**config.mk**
```make
export PLATFORM = sky130hd
export DESIGN_NAME = serial_subtractor_flat
export DESIGN_NICKNAME = d
export VERILOG_FILES = /design/src/rtl/serial_subtractor_pkg.sv /design/src/rtl/serial_subtractor_if.sv /design/src/rtl/full_subtractor_bit.sv /design/src/rtl/serial_subtractor.sv /design/src/flat_wrapper.sv
export SDC_FILE = /design/constraint.sdc
export NUM_CORES = 1
export LEC_CHECK = 0
export CELL_PAD_IN_SITES_DETAIL_PLACEMENT = 0
export CELL_PAD_IN_SITES_GLOBAL_PLACEMENT = 1
export CORE_ASPECT_RATIO = 0.75
export CORE_MARGIN = 2
export CORE_UTILIZATION = 38
export CTS_BUF_LIST = sky130_fd_sc_hd__clkbuf_4 sky130_fd_sc_hd__clkbuf_8
export DETAILED_ROUTE_END_ITERATION = 16
export PLACE_DENSITY = 0.81
export SLEW_MARGIN = 40
export SYNTH_ARGS = -nofsm -noshare
export SYNTH_HDL_FRONTEND = slang
export SYNTH_SLANG_ARGS = --single-unit
```
**constraint.sdc**
```tcl
create_clock -name clk -period 1.51 [get_ports clk]
set_clock_uncertainty 0.05 [all_clocks]
set_input_delay 0.453 -clock clk [delete_from_list [all_inputs] [get_ports clk]]
set_output_delay 0.453 -clock clk [all_outputs]
set_load 0.03 [all_outputs]
```
**src/rtl/serial_subtractor_pkg.sv**
```systemverilog
// Shared types and helpers for the bit-serial subtractor.
// Latency: n/a (package only).
// Backpressure: n/a (package only).
//
// Contents: FSM state encoding (legacy-compatible constants plus an enum
// built on them) and the helper that sizes the bit counter from WIDTH.
package serial_subtractor_pkg;

    localparam logic [1:0] ST_IDLE = 2'd0;
    localparam logic [1:0] ST_RUN  = 2'd1;
    localparam logic [1:0] ST_DONE = 2'd2;

    typedef enum logic [1:0] {
        IDLE = ST_IDLE,
        RUN  = ST_RUN,
        DONE = ST_DONE
    } state_e;

    // Counter must hold 0..width-1; a 1-bit counter is kept even for width 1
    // so the register never collapses to zero bits.
    function automatic int cnt_width(input int width);
        if (width <= 2) begin
            return 1;
        end
        return $clog2(width);
    endfunction

endpackage

```
**src/rtl/serial_subtractor_if.sv**
```systemverilog
// Operand/result channel bundle for serial_subtractor.
// Latency: n/a (wires only).
// Backpressure: in_valid/in_ready on the operand side, out_valid/out_ready on the result side.
//
// Ports (signals):
//   in_valid, in_ready, lhs[WIDTH], rhs[WIDTH], bin   operand channel
//   out_valid, out_ready, diff[WIDTH], bout            result channel
// master = requester (drives operands, takes results), slave = subtractor.
interface serial_subtractor_if #(
    parameter int WIDTH = 4
);
    logic             in_valid;
    logic             in_ready;
    logic             bin;
    logic [WIDTH-1:0] lhs;
    logic [WIDTH-1:0] rhs;
    logic             out_valid;
    logic             out_ready;
    logic [WIDTH-1:0] diff;
    logic             bout;

    modport master (
        output in_valid, bin, lhs, rhs, out_ready,
        input  in_ready, out_valid, diff, bout
    );

    modport slave (
        input  in_valid, bin, lhs, rhs, out_ready,
        output in_ready, out_valid, diff, bout
    );

endinterface

```
**src/rtl/full_subtractor_bit.sv**
```systemverilog
// One-bit full subtractor cell: d = a - b - bi (mod 2), bo = borrow out.
// Latency: combinational.
// Backpressure: none.
//
// Ports: a (minuend bit), b (subtrahend bit), bi (borrow in),
//        d (difference bit), bo (borrow out).
module full_subtractor_bit (
    input  logic a,
    input  logic b,
    input  logic bi,
    output logic d,
    output logic bo
);

    assign d  = a ^ b ^ bi;
    // Borrow when b beats a outright, or when a == b and a borrow is pending.
    assign bo = (~a & b) | (~(a ^ b) & bi);

endmodule

```
**src/rtl/serial_subtractor.sv**
```systemverilog
// Bit-serial unsigned subtractor: diff = (lhs - rhs - bin) mod 2^WIDTH, bout = borrow.
// Latency: result valid WIDTH cycles after the accept edge; WIDTH+2 cycles per op at best.
// Backpressure: result held in DONE until out_ready; in_ready low outside IDLE.
//
// Ports: clk, reset (synchronous, active-high), bus (serial_subtractor_if.slave).
module serial_subtractor
    import serial_subtractor_pkg::*;
#(
    parameter int WIDTH = 4
) (
    input  logic                clk,
    input  logic                reset,
    serial_subtractor_if.slave  bus
);

    localparam int             CW       = cnt_width(WIDTH);
    localparam logic [CW-1:0]  CNT_LAST = CW'(WIDTH - 1);

    state_e           state_q, state_d;
    logic [WIDTH-1:0] a_q, a_d;
    logic [WIDTH-1:0] b_q, b_d;
    logic [WIDTH-1:0] diff_q, diff_d;
    logic             brw_q, brw_d;
    logic [CW-1:0]    cnt_q, cnt_d;

    logic             bit_d;
    logic             bit_bo;

    full_subtractor_bit u_bit (
        .a  (a_q[0]),
        .b  (b_q[0]),
        .bi (brw_q),
        .d  (bit_d),
        .bo (bit_bo)
    );

    always_comb begin
        state_d = state_q;
        a_d     = a_q;
        b_d     = b_q;
        diff_d  = diff_q;
        brw_d   = brw_q;
        cnt_d   = cnt_q;
        unique case (state_q)
            IDLE: begin
                if (bus.in_valid) begin
                    a_d     = bus.lhs;
                    b_d     = bus.rhs;
                    brw_d   = bus.bin;
                    diff_d  = '0;
                    cnt_d   = '0;
                    state_d = RUN;
                end
            end
            RUN: begin
                a_d    = a_q >> 1;
                b_d    = b_q >> 1;
                // New bit enters at the MSB; after WIDTH shifts the LSB-first
                // stream lands in natural bit order. The extra bit of the
                // concatenation keeps this legal for WIDTH = 1.
                diff_d = WIDTH'({bit_d, diff_q} >> 1);
                brw_d  = bit_bo;
                cnt_d  = cnt_q + 1'b1;
                if (cnt_q == CNT_LAST) begin
                    state_d = DONE;
                end
            end
            DONE: begin
                if (bus.out_ready) begin
                    state_d = IDLE;
                end
            end
            default: begin
                state_d = IDLE;
            end
        endcase
    end

    always_ff @(posedge clk) begin
        if (reset) begin
            state_q <= IDLE;
            a_q     <= '0;
            b_q     <= '0;
            diff_q  <= '0;
            brw_q   <= 1'b0;
            cnt_q   <= '0;
        end else begin
            state_q <= state_d;
            a_q     <= a_d;
            b_q     <= b_d;
            diff_q  <= diff_d;
            brw_q   <= brw_d;
            cnt_q   <= cnt_d;
        end
    end

    // Handshake outputs come straight from the state register: no
    // combinational path from in_valid or out_ready.
    assign bus.in_ready  = (state_q == IDLE);
    assign bus.out_valid = (state_q == DONE);
    assign bus.diff      = diff_q;
    assign bus.bout      = brw_q;

endmodule

```
**src/flat_wrapper.sv**
```systemverilog
// flat-port wrapper written by rule: the top's interface ports become plain ports
module serial_subtractor_flat import serial_subtractor_pkg::*;
#(
    parameter int WIDTH = 4
)
  (clk, reset, bus_in_valid, bus_bin, bus_lhs, bus_rhs, bus_out_ready, bus_in_ready, bus_out_valid, bus_diff, bus_bout);
  serial_subtractor_if #(.WIDTH(WIDTH)) bus_i ();
  input  logic clk;
  input  logic reset;
  input wire logic [$bits(bus_i.in_valid)-1:0] bus_in_valid;
  input wire logic [$bits(bus_i.bin)-1:0] bus_bin;
  input wire logic [$bits(bus_i.lhs)-1:0] bus_lhs;
  input wire logic [$bits(bus_i.rhs)-1:0] bus_rhs;
  input wire logic [$bits(bus_i.out_ready)-1:0] bus_out_ready;
  output wire logic [$bits(bus_i.in_ready)-1:0] bus_in_ready;
  output wire logic [$bits(bus_i.out_valid)-1:0] bus_out_valid;
  output wire logic [$bits(bus_i.diff)-1:0] bus_diff;
  output wire logic [$bits(bus_i.bout)-1:0] bus_bout;
  assign bus_i.in_valid = bus_in_valid;
  assign bus_i.bin = bus_bin;
  assign bus_i.lhs = bus_lhs;
  assign bus_i.rhs = bus_rhs;
  assign bus_i.out_ready = bus_out_ready;
  assign bus_in_ready = bus_i.in_ready;
  assign bus_out_valid = bus_i.out_valid;
  assign bus_diff = bus_i.diff;
  assign bus_bout = bus_i.bout;
  serial_subtractor #(.WIDTH(WIDTH)) u_core (.clk(clk), .reset(reset), .bus(bus_i));
endmodule
```
Yosys cells after proc, flatten, opt, wreduce, memory -nomap -nowiden
Index checks and enable logic that the tools add are counted.
{"block": "totals", "register_bits": 17, "input_bits": 13, "mem_bits_rw": 0, "latchBits": 0, "mem_bits_ro": 0, "mem_count": 0}
{"block": "classes", "reduce_logical": 4, "magnitude_cmp": 0, "n_eq_ne": 6, "n_div": 0, "mux": 14, "shift": 0, "addsub": 1, "bitwise": 7, "mul": 0}
{"operator": "4-bit one-hot mux with 2 select lines", "count": 3}
{"operator": "4-bit two-way mux", "count": 3}
{"operator": "2-bit two-way mux", "count": 4}
{"operator": "2-bit one-hot mux with 3 select lines", "count": 1}
{"operator": "2-bit equality test (second input constant)", "count": 2}
{"operator": "2-bit inequality test (second input constant)", "count": 2}
{"operator": "2-bit one-hot mux with 2 select lines", "count": 1}
{"operator": "3-bit AND reduction", "count": 1}
{"operator": "2-bit by 1-bit adder with 2-bit output (second input constant)", "count": 1}
{"operator": "1-bit bitwise AND", "count": 2}
{"operator": "2-bit by 1-bit equality test with 1-bit output (second input constant)", "count": 1}
{"operator": "2-bit zero test", "count": 1}
{"operator": "2-bit by 1-bit inequality test with 1-bit output (second input constant)", "count": 1}
{"operator": "1-bit inverter", "count": 2}
{"operator": "1-bit one-hot mux with 2 select lines", "count": 1}
{"operator": "2-bit AND reduction", "count": 1}
{"operator": "2-bit nonzero test", "count": 1}
{"operator": "1-bit XOR", "count": 2}
{"operator": "1-bit two-way mux", "count": 1}
{"operator": "1-bit bitwise OR", "count": 1}

Longest topological paths before layout
{"block": "logic_depth", "ltp_word": 5, "depth_mapped": 5, "depth_no_buf": 5}

Modules after synthesis
Synthesis repeated with hierarchy kept, for this count alone.
{"block": "hier_totals", "hier_cells": 99, "hier_area_um2": 868.3}
{"mod": "serial_subtractor", "area_each_um2": 837.1, "seq_area_each_um2": 340.3, "n_inst": 1, "cells_per_inst": 95}
{"mod": "full_subtractor_bit", "area_each_um2": 31.3, "seq_area_each_um2": 0.0, "n_inst": 1, "cells_per_inst": 4}

Worst setup path before layout
Ideal clock, no wire load.
{"block": "synth_path", "kind": "flip-flop to output port", "startpoint": "reg u_core.state_q[0]", "endpoint": "out bus_in_ready", "stages_incl_launch_ff": 4, "arrival_time_ns": 0.993, "t_required_ns": 1.007, "setup_slack_ns": 0.014, "path_cell_list": "dfxtp_1 buf_4 buf_6 nor2_1"}
{"block": "synth_between", "elab_chain_len": 1}
{"item": "from (decl)", "line_no": "serial_subtractor.sv:19", "text": "state_e state_q, state_d;"}
{"item": "from (signal assigned)", "line_no": "serial_subtractor.sv:88", "text": "state_q <= state_d;"}
{"item": "2-bit zero test", "line_no": "serial_subtractor.sv:99", "text": "assign bus.in_ready = (state_q == IDLE);"}
{"item": "to (decl)", "line_no": "flat_wrapper.sv:15", "text": "output wire logic [$bits(bus_i.in_ready)-1:0] bus_in_ready;"}
Every way passes these cells.

Worst setup path in the final report
{"block": "layout_path", "startpoint": "reg u_core.state_q[1]", "endpoint": "out bus_out_valid"}
{"block": "layout_between", "elab_chain_len": 1}
{"item": "2-bit equality test", "line_no": "serial_subtractor.sv:100", "text": "assign bus.out_valid = (state_q == DONE);"}
{"item": "to (decl)", "line_no": "flat_wrapper.sv:16", "text": "output wire logic [$bits(bus_i.out_valid)-1:0] bus_out_valid;"}
Every way passes these cells.

==> run summary <==
* **outcome** finished, final reports clean
* **smallest setup slack after layout** 0.0415 ns
* **clock latency of the later-clocked register in the worst-skew pair** 0.29 ns
* **via total after detailed routing** 672
* **initial core utilization** 40.1%
* **signed area change from the synthesized netlist to the final layout** 34.4%
* **Pre-Repair DR Iteration Count** 3
* **required time of the critical path** 1.01 ns
* **most common cell after layout, fill and taps aside** dfxtp_1
* **Power Dens Cells** 870 mW/mm2
* **number of stages on the worst hold path** 2
* **Achievable Freq** 681 MHz
* **Ports** 20
* **number of endpoints with negative hold slack in the final report** 0
* **largest area contributor in the synthesized netlist** dfxtp_1
* **Overall Power** 0.000944 W
* **reg-to-reg setup timing slack** 0.09 ns
* **final wirelength** 1.69 mm
* **crit end category** output pin
* **buffer levels on the longest clock path** 2
* **cell area after synthesis** 807 um2
* **number of buffers created by CTS** 3
* **simple logic cell fraction of the synthesized area** 21.7%
* **clock tree sinks** 17
* **biggest fanout along the worst timing path** 3
* **class of the worst hold path** reg2reg
* **largest incremental delay on the critical path** 0.37 ns
* **portion of the post-synthesis area used by sequential elements** 42.2%
* **number of filler cells placed in the layout** 195
* **internal power of the cells** 0.000694 W
* **final worst hold slack** 0.438 ns
* **Antenna diodes** 0
* **design area** 0.00108 mm2
* **hold bufs inserted after CTS** 0
* **detail-routed via count per cell** 5.17
* **endpoint of the worst register-to-register path** u_core.b_q[2]$_SDFFE_PP0P_
* **area share of the leading cell type in the synthesized netlist** 42.2%
* **Post-synth EDFFs** 0
* **switching power** 0.000250 W
* **pin count of the biggest net entering global routing** 15
* **proportion of total power due to net switching** 26.5%
* **Die Ht** 43.9 um
* **Remaining Overflow, GRT** 0
* **cells along the critical path** nor2b_2 > buf_6
* **Max-cap violations** 0
* **Distinct cells, synth** 25
* **fraction of final layout cells sized beyond drive strength 1** 27.4%
* **slew of the pin with the lowest slew margin** 0.354 ns
* **Seq cells post-synth** 17
* **final antenna-violating net count** 0
* **clock group share of total power** 27.8%
* **IR drop worst, VDD** 621 uV
* **share of the cycle needed by the critical path after routing** 97.3%
* **share of synthesized registers carrying an async set or reset** 0%
* **detailed-route DRC error count** 0
* **Synth Area in Adders** 4.03%
* **Most used DFF post-synth** dfxtp_1
* **synthesized net count** 96
* **weighted congestion reported at the end of routability-driven placement** 0.707
* **initial DRC count** 15
* **leakage power summed over all cells** 0.437 nW
* **Detailed Place HPWL** 1.22 mm
* **Relative slew margins** 76.0%
* **row count** 14
* **part of the total power dissipated in combinational logic** 19.8%
* **area taken by flip-flops and latches** 348 um2
* **Hold EP** u_core.b_q[3]$_SDFFE_PP0P_
* **Worst Reg2Reg Path Length in Cells** 5
* **Crit Path Category** reg2out
* **yosys synthesis warning count** 0
* **slowest stage cell on the critical path** dfxtp_4
* **placed inst area** 0.00103 mm2
* **chip width** 57.2 um
* **number of antenna violations at the first check in global routing** 0
* **worst r2r src** u_core.state_q[1]$_SDFFE_PP0P_
* **area of the multi-input gates** 403 um2
* **XOR/XNOR share of the synthesized area** 0%
* **critical path launch point type** flip-flop
* **die area** 0.00251 mm2
* **Hold Path Origin** u_core.b_q[3]$_SDFFE_PP0P_
* **arrival time at the worst endpoint** 0.97 ns
* **Clock Root Buffer** clkbuf_4
* **shortest period the worst path allows** 1.47 ns
* **Synth Instances** 81
* **power share of the sequential group** 52.4%
* **post-synthesis mux area share** 4.96%
* **dominant combinational cell family by area after synthesis** simple AND/OR/NAND/NOR gates
* **pre-CTS setup slack** -0.307 ns
* **Port-buffer cells** 19
* **clock-pin transition on the worst setup and hold timing paths** 0.10 ns
* **compound-cell area share of the yosys netlist** 18.6%
* **final net count** 122
* **leading post-synthesis cells by cell area** dfxtp_1 (42%), nor2_1 (6.5%), mux2i_1 (5.0%)
* **CTS tree** yes
* **core region area** 0.00201 mm2
* **first element of the critical path** u_core.state_q[1]$_SDFFE_PP0P_
* **gr usage total** 15.4%
* **vias in the first global route** 643
* **post-detailed-route wirelength per cell** 13.0 um
* **final-report setup violation count** 0
* **H-tree level count** 1
* **wire length of the first global-routing pass** 2.92 mm
* **Max Slew Vio Count** 0
* **aggregate negative setup slack** 0 ns
* **post-synthesis area per instance** 9.96 um2
* **commonest non-fill, non-tap cells in the layout** dfxtp_1 (15), buf_4 (14), nor2_1 (13)
[worst max-delay path, delay by kind of cell (launching register included)]
family	cells	cell delay, ns
buffers and inverters	1	0.14
DFF	1	0.37
and+or+nand+nor	1	0.17
[layer usage]
metal,vias to the layer above,routed length (um),GRT usage (%)
met4,0,10,2.79
met1,314,829,20.0
li1,342,-,-
met2,14,759,24.4
met5,-,0,0
met3,2,92,6.87
[worst max path at each step]
| stage | to | slack [ns] | cells past startpoint |
|---|---|---|---|
| after floorplan | bus_in_ready | 0.01 | 3 |
| after global placement | u_core.b_q[2]$_SDFFE_PP0P_ | -0.23 | 4 |
| after detailed placement | u_core.b_q[2]$_SDFFE_PP0P_ | -0.31 | 4 |
| after CTS | u_core.b_q[2]$_SDFFE_PP0P_ | 0.008 | 4 |
| after global routing | bus_out_valid | -0.007 | 2 |
| final | bus_out_valid | 0.04 | 2 |
[power groups by stage]
stage	Sequential [W]	Clock, W	Combinational, W
after detailed placement	0.000506	0	0.000186
after global placement	0.000506	0	0.000184
after floorplan	0.000511	0	0.000112
final	0.000495	0.000263	0.000186
after CTS	0.000495	0.000274	0.000189
after global routing	0.000499	0.000294	0.000207
[layout make-up]
cell class              count  area share, %
repair buffers             28           23.9
multi-input cells          53           37.1
flip-flops and latches     17           32.1
inverters                   4           1.38
well taps                  24           2.77
clock buffers               4           2.77
[registers in the layout, summed over array words and instances, names as in the netlist]
| register | cells |
|---|---|
| u_core.b_q | 4 |
| u_core.a_q | 4 |
| u_core.cnt_q | 2 |
| u_core.state_q | 2 |
| u_core.bus.diff | 4 |
| u_core.bus.bout | 1 |
[cell families (layout without fill, tap and decap cells)]
kind of cell | count (synthesis) | in the layout
compound gates | 18 | 18
fa+ha+maj | 2 | 2
buf+inv | 11 | 36
flops | 17 | 17
mux | 4 | 4
simple gates | 29 | 29
[cell usage after synthesis (all sizes together), types with 2 or more instances]
cell type	instances
a211oi	4
mux2i	4
nand4bb	2
inv	4
a22oi	5
nor4b	4
buf	6
a21oi	3
nor2	14
nor4	2
nor3b	3
o21ai	2
dfxtp	17
a2111oi	2
[metrics by stage]
step           cells  utilization [%]
6_report         130             53.9
5_1_grt          130             53.9
4_1_cts          130             53.3
3_5_place_dp     125             51.1
3_3_place_gp     125             51.1
2_1_floorplan     81                -
[what timing repair did]
item,CTS,global route
resized for setup,4,4
endpoints found under the setup margin,2,5
buffers inserted,1,0
cloned,0,0
Note: power is estimated with default switching activity, not from simulation.
